[src/rtl/i2c_pkg.sv]
// Shared I2C definitions: target FSM states, R/W bit encoding and ACK/NACK bus levels.
package i2c_pkg;

  typedef enum logic [3:0] {
    IDLE,
    ADDR,
    ADDR_ACK,
    PTR,
    PTR_ACK,
    WDATA,
    WDATA_ACK,
    RDATA,
    RDATA_ACK,
    WAIT_STOP
  } i2c_state_t;

  localparam logic I2C_RW_WRITE = 1'b0;
  localparam logic I2C_RW_READ  = 1'b1;
  localparam logic ACK          = 1'b0;
  localparam logic NACK         = 1'b1;

endpackage

[src/rtl/i2c_bus_sync.sv]
// Brings raw SCL/SDA into the clock domain and flags SCL edges plus START/STOP conditions.
module i2c_bus_sync (
  input  logic clk,
  input  logic areset,
  input  logic scl,
  input  logic sda,
  output logic scl_rise,
  output logic scl_fall,
  output logic start_det,
  output logic stop_det,
  output logic sda_s
);

  // [0] metastable stage, [1] synchronised, [2] one cycle older for edge detection
  logic [2:0] scl_p;
  logic [2:0] sda_p;

  always_ff @(posedge clk or negedge areset) begin
    if (!areset) begin
      scl_p     <= 3'b111;
      sda_p     <= 3'b111;
      scl_rise  <= 1'b0;
      scl_fall  <= 1'b0;
      start_det <= 1'b0;
      stop_det  <= 1'b0;
      sda_s     <= 1'b1;
    end else begin
      scl_p     <= {scl_p[1:0], scl};
      sda_p     <= {sda_p[1:0], sda};
      scl_rise  <= scl_p[1] & ~scl_p[2];
      scl_fall  <= ~scl_p[1] & scl_p[2];
      start_det <= scl_p[1] & scl_p[2] & ~sda_p[1] & sda_p[2];
      stop_det  <= scl_p[1] & scl_p[2] & sda_p[1] & ~sda_p[2];
      sda_s     <= sda_p[1];
    end
  end

endmodule

[src/rtl/i2c_reg_target.sv]
// I2C target with a pointer-addressed byte register file; pointer auto-increments on
// every written or read byte and persists across transactions.
module i2c_reg_target
  import i2c_pkg::*;
#(
  parameter logic [6:0] SLAVE_ADDR = 7'h50,
  parameter int         NREGS      = 16,
  localparam int        AW         = $clog2(NREGS)
) (
  input  logic          clk,
  input  logic          areset,
  input  logic          scl,
  input  logic          sda_in,
  output logic          sda_oe,
  output logic          busy,
  output logic          wr_pulse,
  output logic [AW-1:0] wr_addr,
  output logic [7:0]    wr_data,
  input  logic [AW-1:0] host_raddr,
  output logic [7:0]    host_rdata
);

  logic scl_rise, scl_fall, start_det, stop_det, sda_s;

  i2c_bus_sync u_sync (
    .clk       (clk),
    .areset    (areset),
    .scl       (scl),
    .sda       (sda_in),
    .scl_rise  (scl_rise),
    .scl_fall  (scl_fall),
    .start_det (start_det),
    .stop_det  (stop_det),
    .sda_s     (sda_s)
  );

  i2c_state_t    state, state_n;
  logic [3:0]    cnt, cnt_n;
  logic [6:0]    shreg, shreg_n;
  logic [AW-1:0] ptr, ptr_n;
  logic          rw, rw_n;
  logic          oe_n, busy_n, we;
  logic [7:0]    byte_in;
  logic [7:0]    regs [NREGS];

  assign byte_in    = {shreg, sda_s};
  assign host_rdata = regs[host_raddr];

  // cnt counts bits received (ADDR/PTR/WDATA) or bits already driven (RDATA)
  always_comb begin
    state_n = state;
    cnt_n   = cnt;
    shreg_n = shreg;
    ptr_n   = ptr;
    rw_n    = rw;
    oe_n    = sda_oe;
    busy_n  = busy;
    we      = 1'b0;
    if (stop_det) begin
      state_n = IDLE;
      oe_n    = 1'b0;
      busy_n  = 1'b0;
    end else if (start_det) begin
      state_n = ADDR;
      cnt_n   = 4'd0;
      oe_n    = 1'b0;
      busy_n  = 1'b0;
    end else begin
      case (state)
        ADDR, PTR, WDATA: begin
          if (scl_rise && cnt != 4'd8) begin
            shreg_n = byte_in[6:0];
            cnt_n   = cnt + 4'd1;
            if (cnt == 4'd7) begin
              if (state == ADDR) begin
                if (byte_in[7:1] == SLAVE_ADDR) begin
                  busy_n = 1'b1;
                  rw_n   = byte_in[0];
                end else begin
                  state_n = WAIT_STOP;
                  busy_n  = 1'b0;
                end
              end else if (state == PTR) begin
                ptr_n = byte_in[AW-1:0];
              end else begin
                we    = 1'b1;
                ptr_n = ptr + 1'b1;
              end
            end
          end else if (scl_fall && cnt == 4'd8) begin
            oe_n  = 1'b1;
            cnt_n = 4'd0;
            if (state == ADDR)     state_n = ADDR_ACK;
            else if (state == PTR) state_n = PTR_ACK;
            else                   state_n = WDATA_ACK;
          end
        end
        ADDR_ACK: begin
          if (scl_fall) begin
            if (rw == I2C_RW_READ) begin
              state_n = RDATA;
              oe_n    = ~regs[ptr][7];
              cnt_n   = 4'd1;
            end else begin
              state_n = PTR;
              oe_n    = 1'b0;
              cnt_n   = 4'd0;
            end
          end
        end
        PTR_ACK, WDATA_ACK: begin
          if (scl_fall) begin
            state_n = WDATA;
            oe_n    = 1'b0;
            cnt_n   = 4'd0;
          end
        end
        RDATA: begin
          if (scl_fall) begin
            if (cnt == 4'd8) begin
              state_n = RDATA_ACK;
              oe_n    = 1'b0;
            end else begin
              oe_n  = ~regs[ptr][~cnt[2:0]];
              cnt_n = cnt + 4'd1;
            end
          end
        end
        RDATA_ACK: begin
          if (scl_rise) begin
            ptr_n   = ptr + 1'b1;
            cnt_n   = 4'd0;
            state_n = (sda_s == ACK) ? RDATA : WAIT_STOP;
          end
        end
        default: oe_n = 1'b0;
      endcase
    end
  end

  always_ff @(posedge clk or negedge areset) begin
    if (!areset) begin
      state    <= IDLE;
      cnt      <= 4'd0;
      shreg    <= 7'd0;
      ptr      <= '0;
      rw       <= I2C_RW_WRITE;
      sda_oe   <= 1'b0;
      busy     <= 1'b0;
      wr_pulse <= 1'b0;
      wr_addr  <= '0;
      wr_data  <= 8'h00;
    end else begin
      state    <= state_n;
      cnt      <= cnt_n;
      shreg    <= shreg_n;
      ptr      <= ptr_n;
      rw       <= rw_n;
      sda_oe   <= oe_n;
      busy     <= busy_n;
      wr_pulse <= we;
      if (we) begin
        wr_addr <= ptr;
        wr_data <= byte_in;
      end
    end
  end

  always_ff @(posedge clk or negedge areset) begin
    if (!areset) begin
      for (int i = 0; i < NREGS; i++) regs[i] <= 8'h00;
    end else if (we) begin
      regs[ptr] <= byte_in;
    end
  end

endmodule

[config.mk]
export PLATFORM = sky130hd
export DESIGN_NAME = i2c_reg_target
export DESIGN_NICKNAME = d
export VERILOG_FILES = /design/src/rtl/i2c_pkg.sv /design/src/rtl/i2c_bus_sync.sv /design/src/rtl/i2c_reg_target.sv
export SDC_FILE = /design/constraint.sdc
export NUM_CORES = 1
export LEC_CHECK = 0
export BUFFER_PORTS_ARGS = -buffer_cell sky130_fd_sc_hd__buf_2
export CAP_MARGIN = 20
export CELL_PAD_IN_SITES_DETAIL_PLACEMENT = 1
export CELL_PAD_IN_SITES_GLOBAL_PLACEMENT = 1
export CORE_ASPECT_RATIO = 1.4
export CORE_UTILIZATION = 51
export DETAILED_ROUTE_END_ITERATION = 8
export GPL_TIMING_DRIVEN = 0
export PLACE_DENSITY = 0.84
export SETUP_SLACK_MARGIN = 0.02
export SYNTH_ARGS = -nofsm -noshare
export SYNTH_HDL_FRONTEND = slang
export SYNTH_SLANG_ARGS = --single-unit
[constraint.sdc]
create_clock -name clk -period 5.2 [get_ports clk]
set_input_delay 0 -clock clk [delete_from_list [all_inputs] [get_ports clk]]
set_output_delay 0 -clock clk [all_outputs]
set_load 0.005 [all_outputs]
==> reports/results.ini <==
[outcome]
status=finished, final reports clean

[power]
internal_power_mw=2.439
pwr-share-comb_pct=31.4
seq_power_share_pct=37.9
p_sw_mw=1.457
powerDensity_nw_per_um2=374.1
ir_drop_mv=0.2305
p_sw_share_pct=37.40
p_clk_share_pct=30.7
p_leak_nw=4.728

[timing]
period_needed_ns=3.020
clock_skew_ns=0.007986
final.setup.tns_ns=0
grt_setup_unrepaired=false
hold_viol=0
setup_viol=0
slew_viol_final=0
fin_crit_sh_pct=58.07
slew_headroom_pct=31.87
setup_slack_ns=2.181
worst_pin_slew_ns=1.022
hold_ws_ns=0.08437
max_freq_mhz=331.2

[floorplanning]
die_x_um=116.6
core.rowCount=58
start_util_pct=52.11
chipHeight_um=162.5
ios=31
die_area_um2=18940
core_um2=18000

[critical_path]
crit_path_cell_trace=inv_1, ha_1, nand3b_1, nand2_1, or3_1, clkbuf_1, o22ai_2, mux2_2
max_stage_delay_ns=0.41
regToRegStartpoint=cnt[0]$_DFFE_PN0P_
startpoint=cnt[0]$_DFFE_PN0P_
critPathKind=register to register
cp.depth=8
cpLargestDelayFamily=simple AND/OR/NAND/NOR gates
endpoint=state[3]$_DFFE_PN0P_
cp_slowest_cell=dfrtp_1
arrival_ns=3.33
crit_buf_inv=2
r2r_cells=8
crit_fanout=9
start_kind=register
r2r_end=state[3]$_DFFE_PN0P_
end_kind=register
cp.required_ns=5.51
r2r_slack_ns=2.18

[grt]
grt_overflow=0
grt_pass1_wl_mm=44.37
grt_use_total_pct=32.84
grt_max_degree=113
antenna_found_initial=0
grt_pass1_vias=7174

[yosys]
syn_area_per_cell_um2=13.85
synthFlopType=dfrtp_1
syn-cell-area_um2=9379
synth-seq-area-share_pct=46.24
synthArstFlopShare_pct=100.0
ys_ff_latch=173
syn-num-nets=691
synth-edff-count=0
synth_cell_types=56
yosys_warnings=0
syn_inst=677

[detailed_routing]
drt_drc_violations_left=0
drt_first_pass_iters=4
vias=6422
drt_iter0_drc=473
ant_nets=0
wl_mm=28.39
drt-wirelength-per-cell_um=28.99
vias_per_cell=6.560

[placement]
placedCellCount=945
pre_cts_slack_ns=2.226
port_buffers=27
dp_hpwl_mm=20.41
gp_congestion=0.8978

[cells_and_area]
nets=741
area_growth_syn_to_layout_pct=11.03
fillCellCount=1768
final_cells=979
drive_gt1_share_pct=44.52
n_antenna_cell=0

[clock_network]
cts_resized=0
h-tree-depth=4
ctsHoldBuffers=3
clock_latency_ns=0.43
cts_num_sinks=173
tritoncts=built
cts_made_buffers=17
cts_root_buf=clkbuf_16
cts_setup_buffers=0
path_clk_slew_ns=0.07
cts_max_path_buffers=2

[job]
timing.max_cap.violations=0

[hold_path]
hold_class=primary input to async pin

layout make-up:
class                           count  area (µm²)  area share, %
Buffer                             53       235.2          2.259
Clock buffer                       19       442.9          4.253
Clock inverter                     12       88.84         0.8531
Inverter                           10       37.54         0.3604
Multi-Input combinational cell    441        4770          45.80
Sequential cell                   173        4337          41.64
Tap cell                          240       300.3          2.884
Timing Repair Buffer               31       202.7          1.946
how the worst min path moves through the flow:
stage	endpoint	slack (ns)
after floorplan	busy$_DFFE_PN0P_	-0.30
after global placement	u_sync.scl_p[0]$_DFF_PN1_	0.11
after detailed placement	state[1]$_DFFE_PN0P_	-0.02
after CTS	state[1]$_DFFE_PN0P_	0.12
after global routing	regs[100]$_DFFE_PN0P_	0.16
final	regs[68]$_DFFE_PN0P_	0.08
cell usage in the layout, fill, tap and decap left out, types with 15 or more instances in the layout:
cell type / count
a21oi_1: 17
a31oi_1: 15
buf_2: 43
clkbuf_1: 24
clkbuf_16: 17
dfrtp_1: 167
mux2_2: 152
mux4_2: 65
nand2_1: 29
nor2_1: 19
nor2_4: 16
o21ai_0: 15
registers in the layout, summed over array words and instances, names as in the netlist, 3 cells and up:
register and flops:
wr_data 8, wr_addr 4, ptr 4, cnt 4
state 4, u_sync.sda_p 3, shreg 7, regs 128
u_sync.scl_p 3
power by group through the flow:
stage          sequential (mW)  clock, mW  combinational [mW]
6_report                  1.48       1.20                1.22
5_1_grt                   1.48       1.26                1.31
4_1_cts                   1.48       1.20                1.21
3_5_place_dp              1.50          0                1.20
3_3_place_gp              1.50          0                1.15
2_1_floorplan             1.47          0               0.826
routing by layer:
metal  wire, µm  GRT usage [%]  vias up
li1           -              -     2673
met5          0              0        -
met4       1613          19.10        0
met2      15170          56.27      222
met1      10370          38.24     3433
met3       1239          5.880       94
logic make-up after synthesis:
group | synth area share, %
muxes | 36.30
adders and majority gates | 0.8004
and+or+nand+nor | 8.431
DFF | 46.24
buffers and inverters | 2.908
AOI/OAI and AO/OA | 5.323
synthesized netlist by cell type, drive strengths merged, types with 3 or more instances:
master / count / area share (%)
dfstp: 6 / 1.7
nand3b: 3 / 0.24
a31oi: 15 / 1.0
mux4: 71 / 17
and2: 3 / 0.20
nor2b: 7 / 0.47
mux2: 153 / 18
or3: 6 / 0.40
o21ai: 15 / 0.80
dfrtp: 167 / 45
or2: 4 / 0.27
nand2: 33 / 1.6
nor2: 36 / 2.7
mux2i: 6 / 0.64
nand3: 7 / 0.37
nand2b: 5 / 0.33
inv: 10 / 0.40
o31ai: 4 / 0.32
a21oi: 17 / 0.91
nor3: 13 / 0.81
o22ai: 5 / 0.40
buf: 30 / 1.6
ha: 6 / 0.80
clkbuf: 23 / 0.92
through the flow:
stage	utilization, %	total power, mW	cell area [µm²]
final	57.86	3.895	10410
after global routing	57.86	4.051	10410
after CTS	57.86	3.894	10410
after detailed placement	54.74	2.700	9852
after global placement	54.53	2.644	9814
after floorplan	-	2.297	9379
Power figures use the tool's default switching activity.
